**src/rtl/uart_pkg.sv**
```systemverilog
// Shared types and default constants for the UART transmit arbiter.
package uart_pkg;

  typedef enum logic [1:0] {
    IDLE  = 2'd0,
    START = 2'd1,
    DONE  = 2'd2
  } arb_state_t;

  localparam int DEF_NUM_REQ        = 4;
  localparam int DEF_DATA_BITS      = 8;
  localparam int DEF_TIMEOUT_CYCLES = 16;

endpackage

```
**src/rtl/rr_select.sv**
```systemverilog
// Combinational round-robin picker: first set Req bit at or above Rr_Ptr, wrapping.
module rr_select #(
  parameter int NUM_REQ = 4
) (
  input  logic [NUM_REQ-1:0]         Req,
  input  logic [$clog2(NUM_REQ)-1:0] Rr_Ptr,
  output logic                       Valid,
  output logic [$clog2(NUM_REQ)-1:0] Winner
);

  localparam int IDW = $clog2(NUM_REQ);

  logic [IDW-1:0] idx;

  // Walk offsets from farthest to nearest so the closest set bit overwrites the rest.
  always_comb begin
    Valid  = 1'b0;
    Winner = '0;
    idx    = '0;
    for (int i = NUM_REQ - 1; i >= 0; i--) begin
      idx = IDW'((int'(Rr_Ptr) + i) % NUM_REQ);
      if (Req[idx]) begin
        Valid  = 1'b1;
        Winner = idx;
      end
    end
  end

endmodule

```
**src/rtl/uart_tx_arbiter.sv**
```systemverilog
// Round-robin arbiter feeding one UART transmitter from NUM_REQ byte sources.
// Define UART_ARB_TIMEOUT_EN to add a start watchdog that raises sticky Arb_Error.
module uart_tx_arbiter
  import uart_pkg::*;
#(
  parameter int NUM_REQ        = DEF_NUM_REQ,
  parameter int DATA_BITS      = DEF_DATA_BITS,
  parameter int TIMEOUT_CYCLES = DEF_TIMEOUT_CYCLES
) (
  input  logic                           Clk,
  input  logic                           Rst,
  input  logic [NUM_REQ-1:0]             Req,
  input  logic [NUM_REQ*DATA_BITS-1:0]   Req_Data,
  output logic [NUM_REQ-1:0]             Grant,
  input  logic                           CTS,
  input  logic                           BIST_Busy,
  input  logic                           Tx_Busy,
  output logic [DATA_BITS-1:0]           Tx_Data,
  output logic                           Transmit_Start,
  output logic [$clog2(NUM_REQ)-1:0]     Active_Id,
  output logic                           Arb_Busy,
  output logic                           Arb_Error
);

  localparam int             IDW     = $clog2(NUM_REQ);
  localparam logic [IDW-1:0] LAST_ID = IDW'(NUM_REQ - 1);

  if (NUM_REQ < 2 || NUM_REQ > 8) begin : g_bad_num_req
    $error("uart_tx_arbiter: NUM_REQ must be 2..8");
  end
  if (TIMEOUT_CYCLES < 1) begin : g_bad_timeout
    $error("uart_tx_arbiter: TIMEOUT_CYCLES must be at least 1");
  end

  arb_state_t           state_q, state_d;
  logic [NUM_REQ-1:0]   grant_q, grant_d;
  logic                 start_q, start_d;
  logic [DATA_BITS-1:0] data_q,  data_d;
  logic [IDW-1:0]       id_q,    id_d;
  logic [IDW-1:0]       ptr_q,   ptr_d;

  logic                 rr_valid;
  logic [IDW-1:0]       rr_winner;
  logic                 can_start;

  function automatic logic [IDW-1:0] wrap_inc(input logic [IDW-1:0] id);
    return (id == LAST_ID) ? '0 : id + IDW'(1);
  endfunction

  rr_select #(
    .NUM_REQ (NUM_REQ)
  ) u_rr_select (
    .Req    (Req),
    .Rr_Ptr (ptr_q),
    .Valid  (rr_valid),
    .Winner (rr_winner)
  );

  // CTS/BIST only gate a new grant; an in-flight transfer ignores them.
  assign can_start = rr_valid & CTS & ~BIST_Busy & ~Tx_Busy;

`ifdef UART_ARB_TIMEOUT_EN
  localparam int TW = $clog2(TIMEOUT_CYCLES + 1);
  logic          err_q,   err_d;
  logic [TW-1:0] timer_q, timer_d;
`endif

  // NOTE: every variable driven here gets a default first, so no path can infer a latch.
  always_comb begin
    state_d = state_q;
    grant_d = '0;
    start_d = start_q;
    data_d  = data_q;
    id_d    = id_q;
    ptr_d   = ptr_q;
`ifdef UART_ARB_TIMEOUT_EN
    err_d   = err_q;
    timer_d = '0;
`endif
    case (state_q)
      IDLE: begin
        start_d = 1'b0;
        if (can_start) begin
          data_d  = Req_Data[int'(rr_winner) * DATA_BITS +: DATA_BITS];
          grant_d = NUM_REQ'(1) << rr_winner;
          id_d    = rr_winner;
          start_d = 1'b1;
          state_d = START;
        end
      end
      START: begin
        if (Tx_Busy) begin
          start_d = 1'b0;
          state_d = DONE;
        end
`ifdef UART_ARB_TIMEOUT_EN
        else if (timer_q == TW'(TIMEOUT_CYCLES - 1)) begin
          start_d = 1'b0;
          err_d   = 1'b1;
          ptr_d   = wrap_inc(id_q);
          state_d = IDLE;
        end else begin
          timer_d = timer_q + TW'(1);
        end
`endif
      end
      DONE: begin
        if (!Tx_Busy) begin
          ptr_d   = wrap_inc(id_q);
          state_d = IDLE;
        end
      end
      default: state_d = IDLE;
    endcase
  end

  // NOTE: state registers use non-blocking assignments so every flop samples pre-edge values.
  always_ff @(posedge Clk) begin
    if (!Rst) begin
      state_q <= IDLE;
      grant_q <= '0;
      start_q <= 1'b0;
      data_q  <= '0;
      id_q    <= '0;
      ptr_q   <= '0;
`ifdef UART_ARB_TIMEOUT_EN
      err_q   <= 1'b0;
      timer_q <= '0;
`endif
    end else begin
      state_q <= state_d;
      grant_q <= grant_d;
      start_q <= start_d;
      data_q  <= data_d;
      id_q    <= id_d;
      ptr_q   <= ptr_d;
`ifdef UART_ARB_TIMEOUT_EN
      err_q   <= err_d;
      timer_q <= timer_d;
`endif
    end
  end

  assign Grant          = grant_q;
  assign Transmit_Start = start_q;
  assign Tx_Data        = data_q;
  assign Active_Id      = id_q;
  assign Arb_Busy       = (state_q != IDLE);
`ifdef UART_ARB_TIMEOUT_EN
  assign Arb_Error      = err_q;
`else
  assign Arb_Error      = 1'b0;
`endif

endmodule

```
**config.mk**
```make
export PLATFORM = sky130hd
export DESIGN_NAME = uart_tx_arbiter
export DESIGN_NICKNAME = d
export VERILOG_FILES = /design/src/rtl/uart_pkg.sv /design/src/rtl/rr_select.sv /design/src/rtl/uart_tx_arbiter.sv
export SDC_FILE = /design/constraint.sdc
export NUM_CORES = 1
export LEC_CHECK = 0
export ABC_AREA = 1
export BUFFER_PORTS_ARGS = -buffer_cell sky130_fd_sc_hd__buf_2
export CAP_MARGIN = 20
export CORE_MARGIN = 5
export CORE_UTILIZATION = 44
export DETAILED_ROUTE_END_ITERATION = 6
export MAX_ROUTING_LAYER = met4
export PLACE_DENSITY_LB_ADDON = 0.2
export SKIP_LAST_GASP = 1
export SYNTH_ARGS = -nofsm -noshare
export SYNTH_HDL_FRONTEND = slang
export SYNTH_HIERARCHICAL = 1
export SYNTH_SLANG_ARGS = --single-unit
export TNS_END_PERCENT = 50
```
**constraint.sdc**
```tcl
create_clock -name Clk -period 3.2 [get_ports Clk]
set_input_delay 0.16 -clock Clk [delete_from_list [all_inputs] [get_ports Clk]]
set_output_delay 0.16 -clock Clk [all_outputs]
set_load 0.02 [all_outputs]
```
## After elaboration in Yosys (flattened, before gate mapping)

Cells that the tools add are included.

| storage, ports and cells | value |
|---|---|
| register bits after elaboration | 19 |
| bits in latches | 0 |
| bits in writable memories | 0 |
| memory bits (read-only) | 0 |
| input bits | 41 |
| output and inout port bits | 17 |
| logic and storage cells | 59 |
| memories | 0 |

| cells by class | value |
|---|---|
| add/sub/neg operators | 4 |
| multiply operators | 0 |
| divide/modulo/power cells | 0 |
| order comparisons | 4 |
| eq/ne operators | 6 |
| shifts and indexed selects | 2 |
| multiplexer cells | 24 |
| bitwise gates (word level) | 5 |
| reductions and logical operators | 8 |

Operator list:

| operator | number |
|---|---|
| $shiftx 32x6->8 | 1 |
| $mux 2 | 8 |
| $lt 2x3->1 const B | 4 |
| $mux 1 | 10 |
| $bmux 1 s2 | 4 |
| $ne 2x2->1 const B | 3 |
| $pmux 2 s3 | 1 |
| $reduce_and 2->1 | 3 |
| $reduce_and 3->1 | 2 |
| $add 2x1->2 const B | 2 |
| $add 2x2->2 const B | 2 |
| $eq 2x2->1 const B | 2 |
| $reduce_bool 2->1 | 2 |
| $shl 1x2->4 const A | 1 |
| $and 1x1->1 | 3 |
| $eq 2x1->1 const B | 1 |
| $logic_not 2->1 | 1 |
| $not 1->1 | 2 |
| $pmux 1 s2 | 1 |

## Logic depth before layout (Yosys ltp)

Gate-level depths: netlist (run 1).

| depth | value |
|---|---|
| depth after elaboration | 12 |
| depth in mapped cells | 17 |
| mapped depth without buffers | 15 |

## Modules after synthesis

The synthesis (run 1) kept the hierarchy.

By module, submodules not included:

| module | times used | cells an instance | area each (µm²) | seq. area each (µm²) |
|---|---|---|---|---|
| uart_tx_arbiter | 1 | 183 | 1133.6 | 380.4 |
| rr_select | 1 | 46 | 212.7 | 0.0 |

## Worst setup path before layout (run 1)

Ideal clock, no wire load.

| timing path | value |
|---|---|
| path kind | register to register |
| from | register ptr_q[0] |
| to | register data_q[0], in the netlist Tx_Data[0] |
| setup time | 113 ps |
| arrival | 1515 ps |
| required time | 3087 ps |
| slack | 1573 ps |
| cell stages (with the launch flop) | 18 |
| path buffers | 3 |
| clock period less this slack | 1627 ps |
| cells stage by stage | dfxtp_1 buf_6 nand2_2 and2_4 nand2_2 nand2_2 clkinv_2 nand2_1 nand2_1 nand2_1 buf_6 inv_4 buf_6 nand2_1 nand3_1 nand2_1 nand2_1 nand2_1 |

| on the way | value |
|---|---|
| elaborated cells between the ends (all ways) | 24 |
| classes of those cells | 3 x add/sub; 1 x shift; 16 x mux; 3 x bitwise; 1 x reduce/logical |

RTL lines:

| element | line | RTL |
|---|---|---|
| start: declaration | uart_tx_arbiter.sv:40 | `logic [IDW-1:0] ptr_q, ptr_d;` |
| start signal: assignment | uart_tx_arbiter.sv:136 | `ptr_q <= ptr_d;` |
| $add 2x2->2 | rr_select.sv:21 | `idx = IDW'((int'(Rr_Ptr) + i) % NUM_REQ);` |
| $bmux 1 s2 | rr_select.sv:22 | `if (Req[idx]) begin` |
| $mux 1 (implied by the code) | rr_select.sv:22 |  |
| $mux 2 (3 in a row) | rr_select.sv:22 |  |
| $mux 2 * | rr_select.sv:22 |  |
| named net rr_winner[0] | uart_tx_arbiter.sv:43 | `logic [IDW-1:0] rr_winner;` |
| $shiftx 32x6->8 * | uart_tx_arbiter.sv:84 | `data_d = Req_Data[int'(rr_winner) * DATA_BITS +: DATA_BITS];` |
| end signal: assignment | uart_tx_arbiter.sv:134 | `data_q <= data_d;` |
| end: declaration | uart_tx_arbiter.sv:38 | `logic [DATA_BITS-1:0] data_q, data_d;` |

The timed path passes the listed nets; every way through them passes the cells marked *. The select of a mux whose other input is x is not followed.
A chain may end at the register's enable or synchronous reset.

## Final worst setup path (run 1)

| timing path | value |
|---|---|
| from | register ptr_q[0] |
| to | register data_q[1], in the netlist Tx_Data[1] |

Same word-level chain as after synthesis.

==> metrics, run 1 <==
ANT cells 0; layout cell share with drive strength beyond 1 a little over a quarter; WP data arrival roughly 2.6 ns; Worst R2R Start ptr_q[0]$_SDFFE_PN0P_; Crit path required time approximately 3.4 ns; post-CTS setup buffers 0; clock-pin slew on the worst setup and hold paths around 0.1 ns; Sum Neg Setup Slack 0 ns; clock share of power a little under a quarter; Die X about 65 um; met2 Use GR between 20 and 30%; min-delay src Tx_Busy; Max Cap Viol 0; Crit. End Element flip-flop; Slew @ Worst Pin roughly 0.65 ns; Mean Syn Cell Area 5.879 um^2; combinational share of power between 20% and 30%; Hold Path Sink state_q[1]$_SDFFE_PN0P_; Die Ht ~65 um; Max Freq between 400 and 500 MHz; Top-Level Pins 58; initial core utilization between 40% and 50%; R2R setup slack 0.81 ns; Fill cells about 330; Psw 0.1532 mW; yosys warns 6; First DRT Iteration DRCs 79; status completed; post-cts sizing count 0; Clock Latency Late Sink 0.29 ns; vias in the first global route ~1.4k; final hold violations 0; pin count of the biggest net entering global routing 20; CP max FO 19; CTS tree done; dpl hpwl approximately 2.6 mm; total power between 0.4 and 0.5 mW; # rows 20; Primary FF master, synth dfxtp_1; flops & latches, synth 19; total number of vias 1470; post-synthesis cell type count 27; met1 Usage GRT a little over a fifth; R2R depth 14; area occupied by multi-input gates roughly 710 um^2; die area 0.004266 mm^2; grt ovf 0; drt first pass iters 4; Static Leak 1.033 nW; port bufs 56; initial antenna violation count 0; TritonCTS Sinks 19; vias per std cell 4.667; FF/Latch Area between 300 and 400 um^2; Net Count, Synth 271; Setup violations, final 0; fin crit share 74.71%; GP Congestion ~0.90; GRT Overall Usage 16.64%; Final Routed Wirelength 3.167 mm; min-delay worst type in -> reg; Final Slew Violations 0; internal power approximately 0.34 mW; PwrDens just over 300 mW/mm^2; Cell Area, Synth approximately 0.0013 mm^2; post-synthesis sequential area ratio between 20 and 30%; met3 global-route usage ~4%; Async SR Flop Fraction 0%; Rel. slew slack a little under three fifths; minimum clock period 2.391 ns; Net Sw Frac a little under a third; Synth Instances between 200 and 250; clock skew 0.007117 ns; Area growth syn-to-layout 21.28%; peak supply drop approximately 0.15 mV; total CTS buffers 3; RSZ-0062 raised after global routing false; CP startpoint kind flip-flop; CTS Root Cell clkbuf_4; H-tree Lvls 1; reg2reg end Tx_Data[1]$_SDFFE_PN0P_; Worst Hold Path Cells 3; post-route ant nets 0; Core ar. 0.003003 mm^2; final net count 325; global routing's busiest layer met2; sequential share of power around half; Max Buffers Root-to-Sink 2; wire length per cell between 10 and 15 um; critical path class reg -> reg; first-pass GRT wire length around 5.6 mm; Post-CTS Hold Buffers 0; EDFF count, synth 0; DR DRC count 0
cell usage after synthesis, types with 2 or more instances:
master   number  share of area, %
a21oi_1       4               1.5
inv_1        46                13
dfxtp_1      19                28
nand3_1      37                14
buf_6         4               3.3
buf_4         2               1.1
nand2_2       3               1.4
nand2_1      86                24
nand4_1       2              0.93
nor2_1        7               2.0
a21oi_2       2               1.3
nor2_4        2               1.7
area by class of cell:
type | count | share of cell area [%]
Multi-Input combinational cell | 152 | 43.22
Sequential cell | 19 | 23.29
Timing Repair Buffer | 57 | 17.62
Inverter | 50 | 11.72
Tap cell | 33 | 2.529
Clock buffer | 4 | 1.609
how the worst max path moves through the flow:
stage / slack (ns) / to / start
3_3_place_gp: 0.89 / Tx_Data[1]$_SDFFE_PN0P_ / ptr_q[0]$_SDFFE_PN0P_
4_1_cts: 0.81 / Tx_Data[1]$_SDFFE_PN0P_ / ptr_q[0]$_SDFFE_PN0P_
3_5_place_dp: 0.83 / Tx_Data[1]$_SDFFE_PN0P_ / ptr_q[0]$_SDFFE_PN0P_
6_report: 0.81 / Tx_Data[1]$_SDFFE_PN0P_ / ptr_q[0]$_SDFFE_PN0P_
5_1_grt: 0.48 / Tx_Data[0]$_SDFFE_PN0P_ / ptr_q[0]$_SDFFE_PN0P_
2_1_floorplan: 1.57 / Tx_Data[0]$_SDFFE_PN0P_ / ptr_q[0]$_SDFFE_PN0P_
per-layer routing:
| layer | share of wire, % | vias to the layer above |
|---|---|---|
| met1 | 47 | 627 |
| met3 | 7.6 | 5 |
| met5 | 0 | - |
| met2 | 45 | 46 |
| li1 | - | 792 |
| met4 | 0.73 | 0 |
power groups by stage:
stage / clock (mW) / combinational (mW) / sequential [mW]
floorplan: 0 / 0.0867 / 0.259
global route: 0.136 / 0.151 / 0.249
detailed placement: 0 / 0.133 / 0.253
finish: 0.117 / 0.132 / 0.247
global placement: 0 / 0.132 / 0.253
CTS: 0.122 / 0.133 / 0.248
through the flow:
step                      std cells  worst slack, ns  hold slack, ns  cell area [um^2]  util, %
final                           315           0.8093          0.1618              1633    54.37
after detailed placement        311           0.8343          0.4607              1607    53.50
after CTS                       315           0.8112          0.1564              1633    54.37
after floorplan                 229            1.573          0.3204              1346        -
after global placement          311           0.8942          0.4623              1607    53.50
after global routing            315           0.4805          0.1691              1633    54.37
sequential cells by signal, summed over array words and instances (netlist names):
name            count
Grant               4
ptr_q               2
state_q             2
Tx_Data             8
Active_Id           2
Transmit_Start      1
cell usage in the layout, fill, tap and decap left out:
cell type,count
inv_2,1
buf_4,1
clkinv_2,1
inv_4,1
clkbuf_4,3
nand3_4,1
nand3_1,37
a21oi_1,4
a21boi_1,1
dfxtp_1,19
clkbuf_1,1
nor3_2,1
o21ai_2,1
a21oi_2,2
nand2_1,86
conb_1,1
clkinv_1,1
buf_2,56
ha_1,1
nor2_1,7
o21ai_1,1
inv_1,46
nand2_2,3
nor2_2,1
and2_4,1
nand4_1,2
nor2_4,2
worst max-delay path, cell delays in order, from the launching register on:
cell and delay, ns:
dfxtp_1 0.58, inv_1 0.15, nand2_1 0.11, and2_4 0.15, nand2_2 0.05, nand2_2 0.07
clkinv_2 0.05, nand3_1 0.07, nand2_1 0.38, inv_4 0.33, nand2_1 0.07, nand3_1 0.07
nand2_1 0.07, nand2_1 0.07, nand2_1 0.05
kinds of logic after synthesis:
| family | after synthesis | share of synthesized area [%] |
|---|---|---|
| buffers and inverters | 58 | 19.33 |
| AOI/OAI and AO/OA | 9 | 4.368 |
| DFF | 19 | 28.25 |
| and+or+nand+nor | 141 | 46.84 |
| other | 1 | 0.2785 |
| adders and majority gates | 1 | 0.9292 |
No activity file was read; power rests on OpenSTA's default activity.
==> inputs of run 2 (changes only) <==
Clock period 3.2 ns to 2.5 ns, I/O delays scaled along.
==> metrics, run 2 (synthesis gave the netlist of run 1 again) <==
layout cell share with drive strength beyond 1 27.46% (+0.87 points); commonest cells after routing, fill and taps aside nand2_1 (86), buf_2 (56), inv_1 (46); dpl hpwl 2.690 mm (+3.6%); Final Cell Area 0.001662 mm^2 (+1.8%); Post-CTS Hold Buffers 0 (unchanged); min-delay worst type in -> reg; placed instance area 0.001634 mm^2 (+1.7%); wire length per cell 10.29 um (+2.3%); Sum Neg Setup Slack 0 ns (unchanged); Clock Latency Late Sink 0.29 ns (about the same); vias in the first global route 1301 (-8.4%); status completed; grt ovf 0 (unchanged); vias per std cell 4.691 (+0.52%); H-tree Lvls 1 (unchanged); initial core utilization 44.83% (unchanged); fin crit share 83.62% (+8.9 points); Area growth syn-to-layout 23.42%; minimum clock period 2.090 ns (-0.3003 ns); CP startpoint kind flip-flop; GRT Overall Usage 15.67% (-0.97 points); placed instance count 313 (+0.64%); Max Cap Viol 0 (unchanged); Top-Level Pins 58 (unchanged); # rows 20 (unchanged); initial antenna violation count 0 (unchanged); post-cts sizing count 0 (unchanged); Static Leak 1.050 nW (+1.6%); Crit. End Element flip-flop; RSZ-0062 raised after global routing false; final hold violations 0 (unchanged); WHS 0.1243 ns (-0.03745 ns); TritonCTS Sinks 19 (unchanged); clock-pin slew on the worst setup and hold paths 0.11 ns (about the same); Crit path required time 2.70 ns (-0.69 ns); Final Routed Wirelength 3.261 mm (+3.0%); die area 0.004266 mm^2 (unchanged); Core ar. 0.003003 mm^2 (unchanged); Final Slew Violations 0 (unchanged); pin count of the biggest net entering global routing 19 (-5.0%); CTS tree done; Die X 65.32 um (unchanged); Max Freq 478.4 MHz (+14%); post-CTS setup buffers 0 (unchanged); post-route insts no fill 317 (+0.63%); flip-flop count of the largest register after layout 8 (unchanged); WP data arrival 2.29 ns (-0.29 ns); total number of vias 1487 (+1.2%); most common cell after layout, fill and taps aside nand2_1; Max Buffers Root-to-Sink 2 (unchanged); PwrDens 387.4 mW/mm^2 (+27%); post-route ant nets 0 (unchanged); CTS Root Cell clkbuf_4; critical path class reg -> reg; Die Ht 65.32 um (unchanged); CP max FO 12 (-7); total CTS buffers 3 (unchanged); port bufs 56 (unchanged); drt first pass iters 4 (unchanged); First DRT Iteration DRCs 83 (+5.1%); final net count 327 (+0.62%); DR DRC count 0 (unchanged); Setup violations, final 0 (unchanged); peak supply drop 0.3246 mV (+110%); first-pass GRT wire length 5.306 mm (-5.9%); GP Congestion 0.9308 (+3.8%); clock skew 0.004314 ns (-0.002804 ns); ANT cells 0 (unchanged)
[run 2: cell types whose count changed in the layout (fill, tap and decap cells not counted), sizes merged]
cell    delta
buf        +2
clkbuf     -1
clkinv     +1
[run 2: report_power, final]
| group | internal, mW | switching, mW | total [mW] |
|---|---|---|---|
| clock | 0.0595 | 0.0915 | 0.151 |
| combinational | 0.0716 | 0.105 | 0.176 |
| sequential | 0.311 | 0.00556 | 0.317 |
| total | 0.442 | 0.202 | 0.644 |
[run 2: path summary, 6_finish.rpt]
check	from	endpoint	slack, ns	cells past startpoint
worst max-delay path	ptr_q[0]$_SDFFE_PN0P_	Tx_Data[2]$_SDFFE_PN0P_	0.41	15
worst min-delay path	Tx_Busy	state_q[1]$_SDFFE_PN0P_	0.12	3
worst max register to register	ptr_q[0]$_SDFFE_PN0P_	Tx_Data[2]$_SDFFE_PN0P_	0.41	15
worst min register to register	Tx_Data[1]$_SDFFE_PN0P_	Tx_Data[1]$_SDFFE_PN0P_	0.48	2
[run 2: area by class of cell]
type | instances | area [um^2]
Fill cell | 338 | 1341
Tap cell | 33 | 41.29
Sequential cell | 19 | 380.4
Clock buffer | 3 | 22.52
Clock inverter | 1 | 5.005
Inverter | 50 | 191.4
Multi-Input combinational cell | 152 | 705.7
Timing Repair Buffer | 59 | 315.3
[run 2: layer usage]
| layer | wire [um] | global-route usage (%) | vias up | share of wire [%] |
|---|---|---|---|---|
| li1 | - | - | 798 | - |
| met1 | 1456 | 19.14 | 640 | 45 |
| met2 | 1586 | 27.56 | 49 | 49 |
| met3 | 218 | 3.761 | 0 | 6.7 |
| met4 | 0 | 0.7772 | 0 | 0 |
| met5 | 0 | - | - | 0 |
[run 2: through the flow]
| stage | util, % | total power [mW] | setup WS, ns |
|---|---|---|---|
| after floorplan | - | 0.4429 | 0.8727 |
| after global placement | 54.42 | 0.5002 | 0.4991 |
| after detailed placement | 54.42 | 0.5006 | 0.4488 |
| after CTS | 55.33 | 0.6511 | 0.4400 |
| after global routing | 55.33 | 0.6893 | 0.1324 |
| final | 55.33 | 0.6438 | 0.4096 |
[run 2: critical path, stage by stage, from the launching register on]
cell and delay, ns:
dfxtp_1 0.50, inv_1 0.14, nand2_1 0.10, and2_4 0.15
nand2_2 0.05, nand2_2 0.07, clkinv_2 0.05, nand2_1 0.06
nand2_1 0.05, nand2_1 0.33, buf_12 0.18, nand2_1 0.05
nand3_1 0.08, nand2_1 0.08, nand2_1 0.07, nand2_1 0.04
